[src/rtl/mips_alu_pkg.sv]
// mips_alu_pkg
//   Shared constants for the MIPS execute unit: funct codes and the
//   multiply/divide sequencer state encoding.
//   The variable-shift codes (SLLV/SRLV/SRAV) are only decoded when the
//   design is built with MIPS_ALU_SHIFT_EN defined.
package mips_alu_pkg;

   localparam logic [5:0] F_SLLV  = 6'h04;
   localparam logic [5:0] F_SRLV  = 6'h06;
   localparam logic [5:0] F_SRAV  = 6'h07;
   localparam logic [5:0] F_MFHI  = 6'h10;
   localparam logic [5:0] F_MFLO  = 6'h12;
   localparam logic [5:0] F_MULT  = 6'h18;
   localparam logic [5:0] F_MULTU = 6'h19;
   localparam logic [5:0] F_DIV   = 6'h1A;
   localparam logic [5:0] F_DIVU  = 6'h1B;
   localparam logic [5:0] F_ADD   = 6'h20;
   localparam logic [5:0] F_ADDU  = 6'h21;
   localparam logic [5:0] F_SUB   = 6'h22;
   localparam logic [5:0] F_SUBU  = 6'h23;
   localparam logic [5:0] F_AND   = 6'h24;
   localparam logic [5:0] F_OR    = 6'h25;
   localparam logic [5:0] F_XOR   = 6'h26;
   localparam logic [5:0] F_NOR   = 6'h27;
   localparam logic [5:0] F_SLT   = 6'h2A;
   localparam logic [5:0] F_SLTU  = 6'h2B;

   typedef enum logic [1:0] {
      IDLE = 2'd0,
      MUL  = 2'd1,
      DIV  = 2'd2,
      DONE = 2'd3
   } state_e;

endpackage

[src/rtl/mips_muldiv_seq.sv]
// mips_muldiv_seq
//   Iterative multiply / divide engine: radix-2 shift-add multiply and
//   restoring divide, one bit per clock, followed by a sign fix-up cycle.
//   Ports:
//     clk, reset_n       clock, synchronous active-low reset (aborts any op)
//     start              begin an operation (honoured only when idle)
//     is_div, is_signed  operation select, latched at start
//     a, b               operands (dividend/multiplicand in a, divisor in b)
//     busy               high from the start edge until DONE has retired
//     done               high for the single DONE cycle; res is valid then
//     was_div            the retiring operation was a divide
//     div_by_zero        the retiring divide had divisor 0
//     res                {HI,LO}: product, or {remainder,quotient}
module mips_muldiv_seq
   import mips_alu_pkg::*;
#(
   parameter int WIDTH = 32
) (
   input  logic               clk,
   input  logic               reset_n,
   input  logic               start,
   input  logic               is_div,
   input  logic               is_signed,
   input  logic [WIDTH-1:0]   a,
   input  logic [WIDTH-1:0]   b,
   output logic               busy,
   output logic               done,
   output logic               was_div,
   output logic               div_by_zero,
   output logic [2*WIDTH-1:0] res
);

   localparam int CNT_W = $clog2(WIDTH) + 1;

   state_e             state_reg;
   logic [CNT_W-1:0]   cnt_reg;
   logic [2*WIDTH-1:0] acc_reg;    // {partial product | remainder, multiplier | quotient}
   logic [WIDTH-1:0]   opb_reg;    // multiplicand or divisor magnitude
   logic               neg_q_reg;  // product / quotient must be negated
   logic               neg_r_reg;  // remainder must be negated
   logic               dz_reg;
   logic               op_div_reg;
   logic               busy_reg;
   logic               done_reg;

   // Operand magnitudes; unsigned ops pass straight through.
   logic             a_neg, b_neg;
   logic [WIDTH-1:0] a_mag, b_mag;

   assign a_neg = is_signed & a[WIDTH-1];
   assign b_neg = is_signed & b[WIDTH-1];
   assign a_mag = a_neg ? -a : a;
   assign b_mag = b_neg ? -b : b;

   // Multiply step: add multiplicand into the upper half when the current
   // multiplier bit is set, then shift the whole accumulator right with carry.
   logic [WIDTH:0]     mul_sum;
   logic [2*WIDTH-1:0] mul_next;

   assign mul_sum  = {1'b0, acc_reg[2*WIDTH-1:WIDTH]}
                   + {1'b0, (acc_reg[0] ? opb_reg : {WIDTH{1'b0}})};
   assign mul_next = {mul_sum, acc_reg[WIDTH-1:1]};

   // Restoring divide step: shift the next dividend bit into the remainder,
   // subtract the divisor if it fits and record the quotient bit.
   logic [WIDTH:0]     div_t;
   logic               div_ge;
   logic [WIDTH-1:0]   div_rem;
   logic [2*WIDTH-1:0] div_next;

   assign div_t    = acc_reg[2*WIDTH-1:WIDTH-1];
   assign div_ge   = (div_t >= {1'b0, opb_reg});
   assign div_rem  = div_ge ? WIDTH'(div_t - {1'b0, opb_reg}) : div_t[WIDTH-1:0];
   assign div_next = {div_rem, acc_reg[WIDTH-2:0], div_ge};

   // Sign fix-up, evaluated from the settled accumulator during DONE.
   logic [WIDTH-1:0] q_raw, r_raw, q_fix, r_fix;

   assign q_raw = acc_reg[WIDTH-1:0];
   assign r_raw = acc_reg[2*WIDTH-1:WIDTH];
   // A zero divisor yields all-ones regardless of sign; the remainder path
   // already reproduces the original dividend.
   assign q_fix = dz_reg ? {WIDTH{1'b1}} : (neg_q_reg ? -q_raw : q_raw);
   assign r_fix = neg_r_reg ? -r_raw : r_raw;
   assign res   = op_div_reg ? {r_fix, q_fix} : (neg_q_reg ? -acc_reg : acc_reg);

   always_ff @(posedge clk) begin
      if (!reset_n) begin
         state_reg  <= IDLE;
         cnt_reg    <= '0;
         acc_reg    <= '0;
         opb_reg    <= '0;
         neg_q_reg  <= 1'b0;
         neg_r_reg  <= 1'b0;
         dz_reg     <= 1'b0;
         op_div_reg <= 1'b0;
         busy_reg   <= 1'b0;
         done_reg   <= 1'b0;
      end else begin
         done_reg <= 1'b0;
         case (state_reg)
            IDLE: begin
               if (start) begin
                  acc_reg    <= {{WIDTH{1'b0}}, a_mag};
                  opb_reg    <= b_mag;
                  neg_q_reg  <= a_neg ^ b_neg;
                  neg_r_reg  <= a_neg;
                  dz_reg     <= is_div & (b == '0);
                  op_div_reg <= is_div;
                  cnt_reg    <= CNT_W'(WIDTH);
                  busy_reg   <= 1'b1;
                  state_reg  <= is_div ? DIV : MUL;
               end
            end
            MUL: begin
               acc_reg <= mul_next;
               cnt_reg <= cnt_reg - CNT_W'(1);
               if (cnt_reg == CNT_W'(1)) begin
                  state_reg <= DONE;
                  done_reg  <= 1'b1;
               end
            end
            DIV: begin
               acc_reg <= div_next;
               cnt_reg <= cnt_reg - CNT_W'(1);
               if (cnt_reg == CNT_W'(1)) begin
                  state_reg <= DONE;
                  done_reg  <= 1'b1;
               end
            end
            DONE: begin
               busy_reg  <= 1'b0;
               state_reg <= IDLE;
            end
            default: state_reg <= IDLE;
         endcase
      end
   end

   assign busy        = busy_reg;
   assign done        = done_reg;
   assign was_div     = op_div_reg;
   assign div_by_zero = dz_reg;

endmodule

[src/rtl/mips_muldiv_alu.sv]
// mips_muldiv_alu
//   MIPS EX-stage unit: single-cycle R-type ALU ops selected by funct, plus
//   multi-cycle MULT/MULTU/DIV/DIVU writing HI/LO through mips_muldiv_seq.
//   Build option: define MIPS_ALU_SHIFT_EN to decode SLLV/SRLV/SRAV;
//   otherwise those funct codes report illegal.
//   Ports:
//     clk, reset_n         clock, synchronous active-low reset
//     in_valid / in_ready  request handshake; in_ready low while mul/div busy
//     funct, a, b          funct code and rs/rt operands
//     out_valid            one-cycle result pulse
//     result, zero         result (held between pulses) and its NOR reduction
//     ovf, cout            signed overflow and carry/borrow of add/sub
//     div0                 last completed divide had a zero divisor
//     illegal              unknown funct, pulses with out_valid
//     busy                 mul/div in progress
//     hi, lo               HI/LO registers
module mips_muldiv_alu
   import mips_alu_pkg::*;
#(
   parameter int WIDTH = 32
) (
   input  logic             clk,
   input  logic             reset_n,
   input  logic             in_valid,
   output logic             in_ready,
   input  logic [5:0]       funct,
   input  logic [WIDTH-1:0] a,
   input  logic [WIDTH-1:0] b,
   output logic             out_valid,
   output logic [WIDTH-1:0] result,
   output logic             zero,
   output logic             ovf,
   output logic             cout,
   output logic             div0,
   output logic             illegal,
   output logic             busy,
   output logic [WIDTH-1:0] hi,
   output logic [WIDTH-1:0] lo
);

`ifdef MIPS_ALU_SHIFT_EN
   localparam int SH_W = $clog2(WIDTH);
`endif

   logic             out_valid_reg;
   logic [WIDTH-1:0] result_reg;
   logic             ovf_reg;
   logic             cout_reg;
   logic             div0_reg;
   logic             illegal_reg;
   logic [WIDTH-1:0] hi_reg;
   logic [WIDTH-1:0] lo_reg;

   logic               md_busy, md_done, md_was_div, md_dz;
   logic [2*WIDTH-1:0] md_res;

   logic accept;
   assign in_ready = ~md_busy;
   assign accept   = in_valid & in_ready;

   // Carry/borrow taken from the extra top bit of a widened add/subtract.
   logic [WIDTH:0] add_sum, sub_diff;
   logic           add_ovf, sub_ovf;

   assign add_sum  = {1'b0, a} + {1'b0, b};
   assign sub_diff = {1'b0, a} - {1'b0, b};
   assign add_ovf  = (a[WIDTH-1] & b[WIDTH-1] & ~add_sum[WIDTH-1])
                   | (~a[WIDTH-1] & ~b[WIDTH-1] & add_sum[WIDTH-1]);
   assign sub_ovf  = (a[WIDTH-1] & ~b[WIDTH-1] & ~sub_diff[WIDTH-1])
                   | (~a[WIDTH-1] & b[WIDTH-1] & sub_diff[WIDTH-1]);

   logic [WIDTH-1:0] alu_res;
   logic             alu_ovf, alu_cout, alu_ill;
   logic             is_md, md_div, md_signed;

   always_comb begin
      alu_res   = '0;
      alu_ovf   = 1'b0;
      alu_cout  = 1'b0;
      alu_ill   = 1'b0;
      is_md     = 1'b0;
      md_div    = 1'b0;
      md_signed = 1'b0;
      case (funct)
         F_ADD:  begin alu_res = add_sum[WIDTH-1:0];  alu_cout = add_sum[WIDTH];  alu_ovf = add_ovf; end
         F_ADDU: begin alu_res = add_sum[WIDTH-1:0];  alu_cout = add_sum[WIDTH];  end
         F_SUB:  begin alu_res = sub_diff[WIDTH-1:0]; alu_cout = sub_diff[WIDTH]; alu_ovf = sub_ovf; end
         F_SUBU: begin alu_res = sub_diff[WIDTH-1:0]; alu_cout = sub_diff[WIDTH]; end
         F_AND:  alu_res = a & b;
         F_OR:   alu_res = a | b;
         F_XOR:  alu_res = a ^ b;
         F_NOR:  alu_res = ~(a | b);
         F_SLT:  alu_res = {{(WIDTH-1){1'b0}}, ($signed(a) < $signed(b))};
         F_SLTU: alu_res = {{(WIDTH-1){1'b0}}, (a < b)};
         F_MFHI: alu_res = hi_reg;
         F_MFLO: alu_res = lo_reg;
         F_MULT:  begin is_md = 1'b1; md_signed = 1'b1; end
         F_MULTU: begin is_md = 1'b1; end
         F_DIV:   begin is_md = 1'b1; md_div = 1'b1; md_signed = 1'b1; end
         F_DIVU:  begin is_md = 1'b1; md_div = 1'b1; end
`ifdef MIPS_ALU_SHIFT_EN
         F_SLLV: alu_res = b << a[SH_W-1:0];
         F_SRLV: alu_res = b >> a[SH_W-1:0];
         F_SRAV: alu_res = WIDTH'($signed(b) >>> a[SH_W-1:0]);
`endif
         default: alu_ill = 1'b1;
      endcase
   end

   mips_muldiv_seq #(.WIDTH(WIDTH)) u_seq (
      .clk         (clk),
      .reset_n     (reset_n),
      .start       (accept & is_md),
      .is_div      (md_div),
      .is_signed   (md_signed),
      .a           (a),
      .b           (b),
      .busy        (md_busy),
      .done        (md_done),
      .was_div     (md_was_div),
      .div_by_zero (md_dz),
      .res         (md_res)
   );

   always_ff @(posedge clk) begin
      if (!reset_n) begin
         out_valid_reg <= 1'b0;
         result_reg    <= '0;
         ovf_reg       <= 1'b0;
         cout_reg      <= 1'b0;
         div0_reg      <= 1'b0;
         illegal_reg   <= 1'b0;
         hi_reg        <= '0;
         lo_reg        <= '0;
      end else begin
         out_valid_reg <= 1'b0;
         illegal_reg   <= 1'b0;
         // A single-cycle accept and a mul/div retirement never coincide:
         // in_ready is low for the whole mul/div including DONE.
         if (accept && !is_md) begin
            out_valid_reg <= 1'b1;
            result_reg    <= alu_res;
            ovf_reg       <= alu_ovf;
            cout_reg      <= alu_cout;
            illegal_reg   <= alu_ill;
         end
         if (md_done) begin
            out_valid_reg <= 1'b1;
            result_reg    <= md_res[WIDTH-1:0];
            ovf_reg       <= 1'b0;
            cout_reg      <= 1'b0;
            hi_reg        <= md_res[2*WIDTH-1:WIDTH];
            lo_reg        <= md_res[WIDTH-1:0];
            if (md_was_div) begin
               div0_reg <= md_dz;
            end
         end
      end
   end

   assign out_valid = out_valid_reg;
   assign result    = result_reg;
   assign zero      = ~|result_reg;
   assign ovf       = ovf_reg;
   assign cout      = cout_reg;
   assign div0      = div0_reg;
   assign illegal   = illegal_reg;
   assign busy      = md_busy;
   assign hi        = hi_reg;
   assign lo        = lo_reg;

endmodule

[config.mk]
export PLATFORM = sky130hd
export DESIGN_NAME = mips_muldiv_alu
export DESIGN_NICKNAME = d
export VERILOG_FILES = /design/src/rtl/mips_alu_pkg.sv /design/src/rtl/mips_muldiv_seq.sv /design/src/rtl/mips_muldiv_alu.sv
export SDC_FILE = /design/constraint.sdc
export NUM_CORES = 1
export LEC_CHECK = 0
export ABC_CLOCK_PERIOD_IN_PS = 9600
export CORE_ASPECT_RATIO = 1.4
export CORE_MARGIN = 2
export CORE_UTILIZATION = 30
export DETAILED_ROUTE_END_ITERATION = 12
export HOLD_SLACK_MARGIN = 0.02
export PLACE_DENSITY_LB_ADDON = 0.3
export RECOVER_POWER = 50
export SYNTH_ARGS = -nofsm -noshare
export SYNTH_HDL_FRONTEND = slang
export SYNTH_HIERARCHICAL = 1
export SYNTH_SLANG_ARGS = --single-unit
[constraint.sdc]
create_clock -name clk -period 9.6 [get_ports clk]
set_clock_uncertainty 0.05 [all_clocks]
set_input_delay 1.92 -clock clk [delete_from_list [all_inputs] [get_ports clk]]
set_output_delay 1.92 -clock clk [all_outputs]
set_load 0.005 [all_outputs]
==> results.txt <==
* Setup slack of the worst register-to-register path: between 4 and 5 ns
- Crit path to: u_seq/acc_reg[56]
- Synth async-reset ratio: 0%
- Ys flop type: sky130_fd_sc_hd__dfxtp_1
- By area the synthesized netlist is led by sky130_fd_sc_hd__dfxtp_1 20%, sky130_fd_sc_hd__ha_1 10%, sky130_fd_sc_hd__nor2_1 5.6%, sky130_fd_sc_hd__xnor2_1 5.4%, sky130_fd_sc_hd__a21oi_1 5.3%.
- In this run the tightest slew margin relative to its limit is -169%.
- The synthesized design contains 0 enable-type register cells.
* Iteration-0 DRC Markers: ~2000
* Clock tree from TritonCTS: built
- Endpoint of the worst register-to-register path: u_seq/acc_reg[61]
- Clock sink count: 211
- Cell area power density: 159 mW/mm^2
* Clock period minus final worst setup slack: around 6.6 ns
- The detailed router placed approximately 23000 vias in this run.
- Average wire length per cell after detail routing: 25.5 um
- Leak pwr: around 10 nW
* Sw frac: 42.9%
* Clock latency at the later pin of the worst-skew pair: 0.59 ns
- After synthesis the cells add up to 0.0210 mm^2.
- RSZ-0062 raised after global routing: false
* Total Neg Setup Slack: 0 ns
- The number of antenna violations at the first check in global routing was 5.
- Entering global routing, the biggest net connects 78 pins.
* Psw: 0.00168 W
- The layer flagged by global routing as most heavily used is met2.
- The biggest area contributor in the post-synthesis netlist is sky130_fd_sc_hd__dfxtp_1.
- Clock tree synthesis inserted a total of 27 buffers.
- Number of buffers added on ports: ~180
- Post-Syn Nets: about 3100
- The critical path crosses 9 cells after its start point.
- Buffers inserted to repair hold after CTS numbered 0.
- Portion of the post-synthesis area used by sequential elements: 20.1%
* Origin of the critical flop-to-flop path: u_seq/acc_reg[0]
- The die covers just over 0.07 mm^2.
- The checks that failed: max-capacitance violations, max-slew violations.
- At the pin with the least slew margin, the transition time is 4.04 ns.
- In this run the remaining antenna-violating nets after routing total 0.
- DIE WIDTH: 228 um
- H-tree lvl count: 1
- Slowest stage delay, CP: 2.85 ns
- Clock share of power: between 20 and 30%
* Post-detail-place hpwl: about 77000 um
- Critical path data required time: ~10 ns
* Sequential share of power: 25.8%
- Postcts setup bufs: 0
* Yosys warnings: 6
* Run status: finished, violations left
- Core Area: 0.0692 mm^2
- Number of violations of the max-capacitance limit: 3
* Met2 track utilization from global routing: about 44%
- Overall power consumption after layout is estimated at 0.00392 W.
- The kind of cell with the highest combined delay along the critical path is buffers and inverters.
- Met1 Use GR: 29.9%
* Via count of the first global-routing pass: 21400
* R2r worst-path depth: 14
- Global routing used 26.3% of the available tracks across all layers.
- Startpoint of the worst setup timing path: reset_n
- Number of placed I/O pins: between 150 and 200
* Sequence of cells on the critical path: dlygate4sd3_1 -> clkbuf_1 -> clkinv_1 -> clkbuf_1 -> nor2_2 -> buf_4 -> a22oi_1 -> o21ai_0 -> a41o_1
- Commonest cells in the synthesized netlist: 313 x sky130_fd_sc_hd__nor2_1, 244 x sky130_fd_sc_hd__nand2_1, 224 x sky130_fd_sc_hd__a21oi_1
* Slowest-stage cell, CP: sky130_fd_sc_hd__clkbuf_1
* DR vias/cell: 5.89
- After synthesis, the mean cell area works out to approximately 7.3 um^2.
- In this run the deepest clock path goes through 3 buffers.
* Weighted congestion reported at the end of routability-driven placement: about 1.0
- Starting density of the core: around 30%
* DR pass1 iterations: 6
* Relative contribution of combinational cells to total power: 44.4%
- The repair_antennas step left the layout with diodes totalling 0.
- STA classifies the critical path endpoint as a register.
- Clock edge transition at the registers on the reported setup and hold paths: 0.06 ns
* Total number of nets in the final design: between 3000 and 4000
- For this run, global-route usage on met3 was measured as 4.06%.
* Ratio of cells with drive above 1 in the final layout: 5.08%
- After detailed routing, the number of remaining DRC violations is 0.
- Including well taps, the total number of placed cells is roughly 3800.
- Layout area overhead: 16.9%
- The first global-routing pass estimated between 100000 and 150000 um of wire.
* Worst setup path category: in2reg
- The floorplan has around 110 rows.
* GRT overflow: 0
- Biggest fanout along the worst timing path: 77
- Final-report setup violation count: 0
- Summed over all layers, the routed wires come to 99000 um.
- The number of pins with negative max-slew slack in the final report is ~160.
- Timing-limited maximum frequency: around 0.15 GHz
- Resize count post-CTS: 0
- Cell Int Power: approximately 0.0022 W
- After synthesis, the largest area contributor takes up between 20% and 30% of total cell area.
* Root buffer selected by CTS: sky130_fd_sc_hd__clkbuf_16
- Number of standard cells after synthesis: 2865
- Dividing the final minimum period by the clock period gives 69.3%.
- Together, buffers and inverters on the worst path number 5.
- The die is around 320 um tall.
- Yosys reg bits: 211
* Count of distinct cell types in the synthesized netlist: 90
- At the worst endpoint, the arrival time is between 7 and 8 ns.
- Among the stages of the critical path, the cell type that occurs most often is sky130_fd_sc_hd__clkbuf_1.
- The register with the most flip-flops in the layout has between 60 and 70 of them.
- Among all cell types in the netlist, the one instantiated most often is sky130_fd_sc_hd__nor2_1.
- In this run the worst hold path is classified as reg2reg.
- Hold violation count in the final report: 0
* Crit path launch type: input pin
- Non-filler cells in the finished layout: ~3900
* Peak supply drop: 0.209 mV
-- worst reg2reg max path: stages (launching register included) --
cell                       delay [ns]
sky130_fd_sc_hd__dfxtp_1         0.55
sky130_fd_sc_hd__inv_1           0.15
sky130_fd_sc_hd__buf_4           0.28
sky130_fd_sc_hd__nor2_1          0.16
sky130_fd_sc_hd__ha_1            0.30
sky130_fd_sc_hd__and3_1          0.21
sky130_fd_sc_hd__a211oi_1        0.59
sky130_fd_sc_hd__a21o_1          0.25
sky130_fd_sc_hd__a31oi_1         0.25
sky130_fd_sc_hd__a41o_1          0.36
sky130_fd_sc_hd__a21oi_1         0.22
sky130_fd_sc_hd__o21ai_0         0.25
sky130_fd_sc_hd__or4_1           0.52
sky130_fd_sc_hd__and3_1          0.15
sky130_fd_sc_hd__a211oi_1        0.20
-- kinds of logic after synthesis --
kind of cell             Yosys count  synth area share (%)
XOR/XNOR                         209                  8.70
AND/OR/NAND/NOR                  900                  20.0
flip-flops                       211                  20.1
multiplexers                     104                  5.06
adder cells (fa/ha/maj)          175                  10.6
buffers and inverters            349                  6.40
AO/OA/AOI/OAI                    917                  29.2
-- metal layers --
metal	routed length (um)	up-vias
met3	7200	324
met5	27	-
met1	37000	10900
met2	45800	1051
met4	8910	4
li1	-	10600
-- stage by stage --
| step | setup slack (ns) | area (um^2) | util, % | hold WS (ns) |
|---|---|---|---|---|
| final | 2.95 | 24600 | 35.5 | 0.403 |
| after global routing | 2.65 | 24600 | 35.5 | 0.441 |
| after CTS | 4.04 | 24600 | 35.6 | 0.403 |
| after detailed placement | 3.44 | 23600 | 34.2 | 0.397 |
| after global placement | 3.49 | 23600 | 34.2 | 0.392 |
| after floorplan | 4.99 | 21000 | - | 0.382 |
-- layout make-up --
| class | count | area [um^2] |
|---|---|---|
| Tap cell | 928 | 1160 |
| Fill cell | 7386 | 44600 |
| Multi-Input combinational cell | 2305 | 15500 |
| Clock buffer | 34 | 732 |
| Clock inverter | 13 | 244 |
| Sequential cell | 211 | 4230 |
| Inverter | 170 | 638 |
| Timing Repair Buffer | 221 | 2080 |
-- cell usage in the layout (no fill, tap or decap), drive strengths merged, types with 32 or more instances in the layout --
master | Yosys | final
a221oi | 49 | 49
a21oi | 228 | 228
a211oi | 43 | 43
nand2 | 244 | 244
a21o | 44 | 44
ha | 171 | 171
dfxtp | 211 | 211
mux2i | 88 | 88
dlygate4sd3 | 0 | 102
nor3 | 68 | 68
xnor2 | 130 | 130
buf | 41 | 44
nor2 | 314 | 314
clkdlybuf4s50 | 0 | 72
nand3 | 37 | 37
nor4 | 35 | 35
xor2 | 79 | 79
or3 | 32 | 32
inv | 164 | 165
a22oi | 90 | 90
clkbuf | 138 | 37
o21ai | 188 | 188
-- how the worst min path moves through the flow --
stage	start	to	cells after the start
2_1_floorplan	u_seq/opb_reg[26]	u_seq/opb_reg[26]	2
3_3_place_gp	u_seq/opb_reg[26]	u_seq/opb_reg[26]	2
3_5_place_dp	u_seq/opb_reg[26]	u_seq/opb_reg[26]	2
4_1_cts	u_seq/opb_reg[26]	u_seq/opb_reg[26]	2
5_1_grt	u_seq/opb_reg[26]	u_seq/opb_reg[26]	2
6_report	u_seq/opb_reg[26]	u_seq/opb_reg[26]	2
-- power groups by stage --
stage,Combinational [W],Clock [W],Sequential [W]
floorplan,0.00120,0,0.000982
global placement,0.00170,0,0.00103
detailed placement,0.00169,0,0.00103
CTS,0.00170,0.00119,0.00101
global route,0.00185,0.00122,0.00102
finish,0.00174,0.00117,0.00101
Power figures use the tool's default switching activity.
